<file path="src/rtl/fifo_wr_arbiter_if.sv">
// fifo_wr_arbiter_if: requester handshake and FIFO write-port bundle for the write arbiter
interface fifo_wr_arbiter_if #(
  parameter int NUM_REQ    = 4,
  parameter int DATA_WIDTH = 8
);
  logic [NUM_REQ-1:0]            i_req_valid;
  logic [NUM_REQ-1:0]            i_req_last;
  logic [NUM_REQ*DATA_WIDTH-1:0] i_req_data;
  logic [NUM_REQ-1:0]            o_req_ready;
  logic                          i_w_full;
  logic                          o_w_inc;
  logic [DATA_WIDTH-1:0]         o_w_data;
  logic [NUM_REQ-1:0]            o_grant;
  logic                          o_busy;
  logic                          o_trunc;
  modport master (
    output i_req_valid, i_req_last, i_req_data, i_w_full,
    input  o_req_ready, o_w_inc, o_w_data, o_grant, o_busy, o_trunc
  );
  modport slave (
    input  i_req_valid, i_req_last, i_req_data, i_w_full,
    output o_req_ready, o_w_inc, o_w_data, o_grant, o_busy, o_trunc
  );
endinterface

</file>
<file path="src/rtl/fifo_wr_arbiter.sv">
// fifo_wr_arbiter: round-robin burst arbiter sharing the FIFO write port among requesters
module fifo_wr_arbiter #(
  parameter int NUM_REQ    = 4,
  parameter int DATA_WIDTH = 8,
  parameter int MAX_BURST  = 16
) (
  input logic              i_w_clk,
  input logic              i_rst_n,
  fifo_wr_arbiter_if.slave bus
);
  localparam int PW = NUM_REQ > 1 ? $clog2(NUM_REQ) : 1;
  localparam int CW = $clog2(MAX_BURST + 1);
  typedef enum logic {IDLE, BUSY} state_t;
  state_t             state_q, state_d;
  logic [NUM_REQ-1:0] grant_q, grant_d;
  logic [PW-1:0]      own_q, own_d, rr_ptr_q, rr_ptr_d, sel;
  logic [CW-1:0]      beat_cnt_q, beat_cnt_d;
  logic               trunc_q, trunc_d;
  logic               busy, xfer, last, cap;
  assign busy            = state_q == BUSY;
  assign xfer            = busy & bus.i_req_valid[own_q] & ~bus.i_w_full;
  assign last            = bus.i_req_last[own_q];
  assign cap             = beat_cnt_q == CW'(MAX_BURST - 1);
  assign bus.o_req_ready = busy & ~bus.i_w_full ? grant_q : '0;
  assign bus.o_w_inc     = xfer;
  assign bus.o_w_data    = busy ? bus.i_req_data[int'(own_q)*DATA_WIDTH +: DATA_WIDTH] : '0;
  assign bus.o_grant     = grant_q;
  assign bus.o_busy      = busy;
  assign bus.o_trunc     = trunc_q;
  // first valid requester at or after rr_ptr; descending scan leaves the nearest one
  always_comb begin
    sel = rr_ptr_q;
    for (int i = NUM_REQ - 1; i >= 0; i--)
      if (bus.i_req_valid[(int'(rr_ptr_q) + i) % NUM_REQ]) sel = PW'((int'(rr_ptr_q) + i) % NUM_REQ);
  end
  // arbitration in IDLE, beat counting and burst release in BUSY
  always_comb begin
    state_d    = state_q;
    grant_d    = grant_q;
    own_d      = own_q;
    rr_ptr_d   = rr_ptr_q;
    beat_cnt_d = beat_cnt_q;
    trunc_d    = 1'b0;
    if (!busy) begin
      if (|bus.i_req_valid) begin
        state_d = BUSY;
        grant_d = NUM_REQ'(1) << sel;
        own_d   = sel;
      end
    end else if (xfer) begin
      beat_cnt_d = beat_cnt_q + 1'b1;
      if (last | cap) begin
        state_d    = IDLE;
        grant_d    = '0;
        rr_ptr_d   = own_q == PW'(NUM_REQ - 1) ? '0 : own_q + 1'b1;
        beat_cnt_d = '0;
        trunc_d    = ~last;
      end
    end
  end
  // state registers, cleared asynchronously so a reset abandons any burst
  always_ff @(posedge i_w_clk or negedge i_rst_n) begin
    if (!i_rst_n) begin
      state_q    <= IDLE;
      grant_q    <= '0;
      own_q      <= '0;
      rr_ptr_q   <= '0;
      beat_cnt_q <= '0;
      trunc_q    <= 1'b0;
    end else begin
      state_q    <= state_d;
      grant_q    <= grant_d;
      own_q      <= own_d;
      rr_ptr_q   <= rr_ptr_d;
      beat_cnt_q <= beat_cnt_d;
      trunc_q    <= trunc_d;
    end
  end
endmodule

</file>
<file path="src/flat_wrapper.sv">
// flat-port wrapper written by rule: the top's interface ports become plain ports
module fifo_wr_arbiter_flat 
#(
  parameter int NUM_REQ    = 4,
  parameter int DATA_WIDTH = 8,
  parameter int MAX_BURST  = 16
)
  (i_w_clk, i_rst_n, bus_i_req_valid, bus_i_req_last, bus_i_req_data, bus_i_w_full, bus_o_req_ready, bus_o_w_inc, bus_o_w_data, bus_o_grant, bus_o_busy, bus_o_trunc);
  fifo_wr_arbiter_if #(.NUM_REQ(NUM_REQ), .DATA_WIDTH(DATA_WIDTH)) bus_i ();
  input logic i_w_clk;
  input logic i_rst_n;
  input wire logic [$bits(bus_i.i_req_valid)-1:0] bus_i_req_valid;
  input wire logic [$bits(bus_i.i_req_last)-1:0] bus_i_req_last;
  input wire logic [$bits(bus_i.i_req_data)-1:0] bus_i_req_data;
  input wire logic [$bits(bus_i.i_w_full)-1:0] bus_i_w_full;
  output wire logic [$bits(bus_i.o_req_ready)-1:0] bus_o_req_ready;
  output wire logic [$bits(bus_i.o_w_inc)-1:0] bus_o_w_inc;
  output wire logic [$bits(bus_i.o_w_data)-1:0] bus_o_w_data;
  output wire logic [$bits(bus_i.o_grant)-1:0] bus_o_grant;
  output wire logic [$bits(bus_i.o_busy)-1:0] bus_o_busy;
  output wire logic [$bits(bus_i.o_trunc)-1:0] bus_o_trunc;
  assign bus_i.i_req_valid = bus_i_req_valid;
  assign bus_i.i_req_last = bus_i_req_last;
  assign bus_i.i_req_data = bus_i_req_data;
  assign bus_i.i_w_full = bus_i_w_full;
  assign bus_o_req_ready = bus_i.o_req_ready;
  assign bus_o_w_inc = bus_i.o_w_inc;
  assign bus_o_w_data = bus_i.o_w_data;
  assign bus_o_grant = bus_i.o_grant;
  assign bus_o_busy = bus_i.o_busy;
  assign bus_o_trunc = bus_i.o_trunc;
  fifo_wr_arbiter #(.NUM_REQ(NUM_REQ), .DATA_WIDTH(DATA_WIDTH), .MAX_BURST(MAX_BURST)) u_core (.i_w_clk(i_w_clk), .i_rst_n(i_rst_n), .bus(bus_i));
endmodule
</file>
<file path="config.mk">
export PLATFORM = sky130hd
export DESIGN_NAME = fifo_wr_arbiter_flat
export DESIGN_NICKNAME = d
export VERILOG_FILES = /design/src/rtl/fifo_wr_arbiter_if.sv /design/src/rtl/fifo_wr_arbiter.sv /design/src/flat_wrapper.sv
export SDC_FILE = /design/constraint.sdc
export NUM_CORES = 1
export LEC_CHECK = 0
export ABC_AREA = 1
export CORE_ASPECT_RATIO = 1.25
export CORE_MARGIN = 3
export CORE_UTILIZATION = 40
export CTS_CLUSTER_DIAMETER = 30
export DETAILED_ROUTE_END_ITERATION = 10
export GPL_TIMING_DRIVEN = 0
export PLACE_DENSITY_LB_ADDON = 0.3
export SYNTH_ARGS = -nofsm -noshare
export SYNTH_HDL_FRONTEND = slang
export SYNTH_SLANG_ARGS = --single-unit
</file>
<file path="constraint.sdc">
create_clock -name i_w_clk -period 3.1 [get_ports i_w_clk]
set_clock_uncertainty 0.05 [all_clocks]
set_input_delay 0.31 -clock i_w_clk [delete_from_list [all_inputs] [get_ports i_w_clk]]
set_output_delay 0.31 -clock i_w_clk [all_outputs]
set_load 0.02 [all_outputs]
</file>
# Yosys cells after proc, flatten, opt, wreduce, memory -nomap -nowiden
# Index checks and enable logic that the tools add are counted.
# word_totals
reg_bits,15
wordCells,75
out_inout_bits,19
input_bits,43
# op_classes
n_reduce_logical,9
shift,2
muxes,34
eq_ne,4
bitwise_logic,10
add_sub_neg,5
magnitude_cmp,5
# ops
operator,n
$shiftx A32 B6 Y8,1
$mux W4,5
$mux W1,16
$bmux W1 S2,6
$lt A3 B4 Y1 const B,3
$mux W2,5
$mux W8,1
$lt A2 B3 Y1 const B,2
$reduce_and A3 Y1,2
$reduce_or A2 Y1,3
$add A5 B1 Y5 const B,1
$eq A5 B4 Y1 const B,1
$mux W5,1
$add A2 B1 Y2 const B,2
$add A2 B2 Y2 const B,2
$ne A2 B2 Y1 const B,2
$reduce_and A2 Y1,2
$reduce_or A4 Y1,1
$shl A1 B2 Y4 const A,1
$and A1 B1 Y1,3
$and A1 B1 Y1 const A,3
$not A1 Y1,3
$eq A2 B2 Y1 const B,1
$reduce_bool A2 Y1,1
$or A1 B1 Y1,1

# Depth between registers and ports, before layout
# logic_depth
word_depth,13
depth_mapped,12
depth_no_buf,12

# Worst setup path before layout
# No wires, ideal clock.
# synth_path
path_kind,register to output
from,register u_core.own_q[0]
to,output port bus_o_w_data[0]
path_stages_with_launch,7
arrival_ns,1.336
path_slack_ns,1.404
required_time_ns,2.740
cell_sequence,dfrtp_1 -> buf_2 -> buf_2 -> nor2_1 -> nor2_1 -> o21ai_1 -> a21oi_1
# synth_via
elab_chain_cells,2
# synth_lines
item,line_no,rtl
"start, declared",fifo_wr_arbiter.sv:16,"logic [PW-1:0] own_q, own_d, rr_ptr_q, rr_ptr_d, sel;"
"start signal, assigned",fifo_wr_arbiter.sv:73,own_q <= own_d;
$shiftx A32 B6 Y8,fifo_wr_arbiter.sv:26,assign bus.o_w_data = busy ? bus.i_req_data[int'(own_q)*DATA_WIDTH +: DATA_WIDTH] : '0;
$mux W8,fifo_wr_arbiter.sv:26,
"end, declared",flat_wrapper.sv:18,output wire logic [$bits(bus_i.o_w_data)-1:0] bus_o_w_data;
# Every way passes these cells.

# Worst setup path in the final report
# layout_path
from,register u_core.own_q[0]
to,output port bus_o_w_data[2]
# The elaborated chain is that of the path after synthesis.

==> impl_metrics.csv <==
group,metric,value,unit
floorplanning,die-area,3960,um2
setup_path,start_kind,"register",
yosys,ys_seq_area_share,29.0,%
sta,setup_ws,0.468,ns
job,drv_cap,0,
worst_hold_path,hp-class,"input port to asynchronous set/reset pin",
sta,tns,0,ns
finish,fin_cells,308,
sta,holdWs,0.364,ns
pwr,p_clk_share,6.3,%
place,dp_hpwl,3050,um
route,vias,1519,
floorplanning,die_y,69.6,um
global_routing,grt-ovfl-total,0,
route,viasPerCell,4.93,
setup_path,worstSetupPathType,"register to primary output",
clocking,clockBufferDepth,2,
setup_path,worstPathMaxFanout,10,
route,detail_route.wirelength,3850,um
route,dr.pass1.iters,4,
sta,relSlewSlack,55.2,%
route,ant_nets,0,
finish,fillers,284,
yosys,synth.distinct_cells,28,
clocking,clk_pin_slew,0.10,ns
finish,multi_input_area,788,um2
sta,period_minus_slack,2.63,ns
yosys,syn_inst,207,
finish,layout-drive-gt1-share,9.19,%
sta,setup_viol,0,
place,numPlacedInstances,304,
yosys,synth_ff_type,"dfrtp_1",
yosys,synth_nets,253,
floorplanning,ios,62,
clocking,holdBufCountCts,0,
pwr,p_sw,0.948,mW
finish,final_core_util,65.3,%
setup_path,endpoint_kind,"primary output",
yosys,synth.top_cells.by_count,"nand2_1 (50), nor2_1 (42), inv_1 (17), o21ai_1 (17), dfrtp_1 (15)",
yosys,synth_edf_count,0,
sta,max_clock_freq,380,MHz
global_routing,track_usage,20.3,%
place,placed_cell_area,1950,um2
clocking,clock_sinks,15,
place,routabilityCongestion,0.866,
place,post-place-ws,0.754,ns
clocking,cts_setup_buffers,0,
outcome,outcome,"finished, final reports clean",
yosys,syn_area_per_cell,6.25,um2
setup_path,reg2reg_from,"u_core.bus.o_busy",
global_routing,grt_max_degree,16,
place,io_buffers,61,
global_routing,antenna_found_initial,0,
yosys,synthArstFlopShare,100,%
route,drc_errors,0,
clocking,htreeDepth,1,
global_routing,met1_usage,27.6,%
finish,nets,319,
global_routing,grt_pass1_wl,6590,um
global_routing,busiest_layer,"met2",
yosys,synth_top_cell_by_area,"dfrtp_1",
pwr,pwr-share-comb,75.1,%
yosys,synth_most_common_cell,"nand2_1",
clocking,clock-root-buffer,"clkbuf_4",
floorplanning,core-area,3030,um2
floorplanning,die_width,56.9,um
sta,rsz0062_at_grt,"no",
floorplanning,rows,22,
clocking,cts_resized,0,
clocking,cts_tree,"yes",
global_routing,grtUsageMet2,34.2,%
global_routing,met3_usage,2.05,%
setup_path,crit_arrival,2.27,ns
global_routing,grt_pass1_vias,1471,
pwr,total_power,1.83,mW
pwr,p_per_area,927,nW/um2
sta,finalCritPeriodShare,84.9,%
setup_path,required,2.74,ns
yosys,synth_area_leaders,"dfrtp_1 (29%), nand2_1 (15%), nor2_1 (12%), o21ai_1 (6.6%), a21oi_1 (5.4%)",
sta,hold_viol_final,0,
yosys,syn_area,1290,um2
yosys,yosys_warnings,0,
clocking,insertion_delay,0.29,ns
finish,n_antenna_cell,0,
finish,area_growth,52.8,%
pwr,seq_power_share,18.6,%
pwr,cellLeakagePower,0.923,nW
finish,stdcell_area,1980,um2
pwr,ir_worst_vdd,515,uV
yosys,yosys_register_bits,15,
route,wl_per_cell,12.5,um
sta,slew_viol_final,0,
setup_path,startpoint,"u_core.own_q[0]",
yosys,synth_top_area_share,29.0,%
finish,seq_area,375,um2
pwr,p_int,0.885,mW
pwr,swShare,51.7,%
clocking,cts_buffers,3,
route,drtIter0Drc,58,
sta,worst_pin_slew,0.670,ns
floorplanning,start_util,42.7,%
## critical path, stage by stage, from the launching register on
cell and delay, ns:
dfrtp_1 0.45, buf_2 0.26, buf_2 0.26, nor2_1 0.08
nor2_1 0.10, o21ai_1 0.07, a21oi_1 0.14, clkdlybuf4s50_1 0.62
## area by class of cell
cell class	instances	share of cell area [%]
Buffer	6	1.90
Clock buffer	3	1.14
Clock inverter	1	0.253
Inverter	24	4.68
Multi-Input combinational cell	162	39.9
Sequential cell	15	19.0
Tap cell	36	2.28
Timing Repair Buffer	61	30.9
## per-layer routing
| metal | vias up | part of all wire [%] |
|---|---|---|
| li1 | 792 | - |
| met3 | 6 | 5.4 |
| met4 | 0 | 1.2 |
| met2 | 44 | 47 |
| met5 | - | 0 |
| met1 | 677 | 46 |
## registers in the layout (all words and copies together), names as in the netlist
signal,cells
u_core.own_q,2
u_core.bus.o_grant,4
u_core.bus.o_trunc,1
u_core.bus.o_busy,1
u_core.beat_cnt_q,5
u_core.rr_ptr_q,2
## power groups by stage
stage / clock, mW / sequential, mW / combinational [mW]
final: 0.116 / 0.341 / 1.38
after global routing: 0.128 / 0.355 / 1.54
after CTS: 0.118 / 0.340 / 1.39
after detailed placement: 0 / 0.344 / 1.38
after global placement: 0 / 0.339 / 1.35
after floorplan: 0 / 0.357 / 0.904
## cells in the final DEF (no fill, tap or decap), drive strengths merged
| master | n |
|---|---|
| clkinv | 2 |
| nor3 | 1 |
| o21ai | 27 |
| nand2 | 52 |
| clkbuf | 4 |
| inv | 23 |
| nor4 | 1 |
| nor2 | 46 |
| dfrtp | 15 |
| nand3 | 14 |
| clkdlybuf4s50 | 61 |
| nor3b | 1 |
| o22ai | 2 |
| buf | 5 |
| ha | 3 |
| a21oi | 15 |
## cell families after synthesis
family          Yosys count  share of synthesized area (%)
compound gates           44                           18.3
flops                    15                           29.0
simple gates            115                           39.7
fa+ha+maj                 3                           2.90
buf+inv                  30                           10.1
## final timing paths
check	end	slack (ns)	cells after the start
max	bus_o_w_data[2]	0.47	7
min	u_core.bus.o_grant[1]	0.36	1
max reg2reg	u_core.bus.o_grant[0]	1.42	7
min reg2reg	u_core.beat_cnt_q[0]	0.46	1
max in group asynchronous	u_core.beat_cnt_q[3]	2.20	1
min in group i_w_clk	u_core.beat_cnt_q[0]	0.46	1
Note: power is estimated with default switching activity, not from simulation.
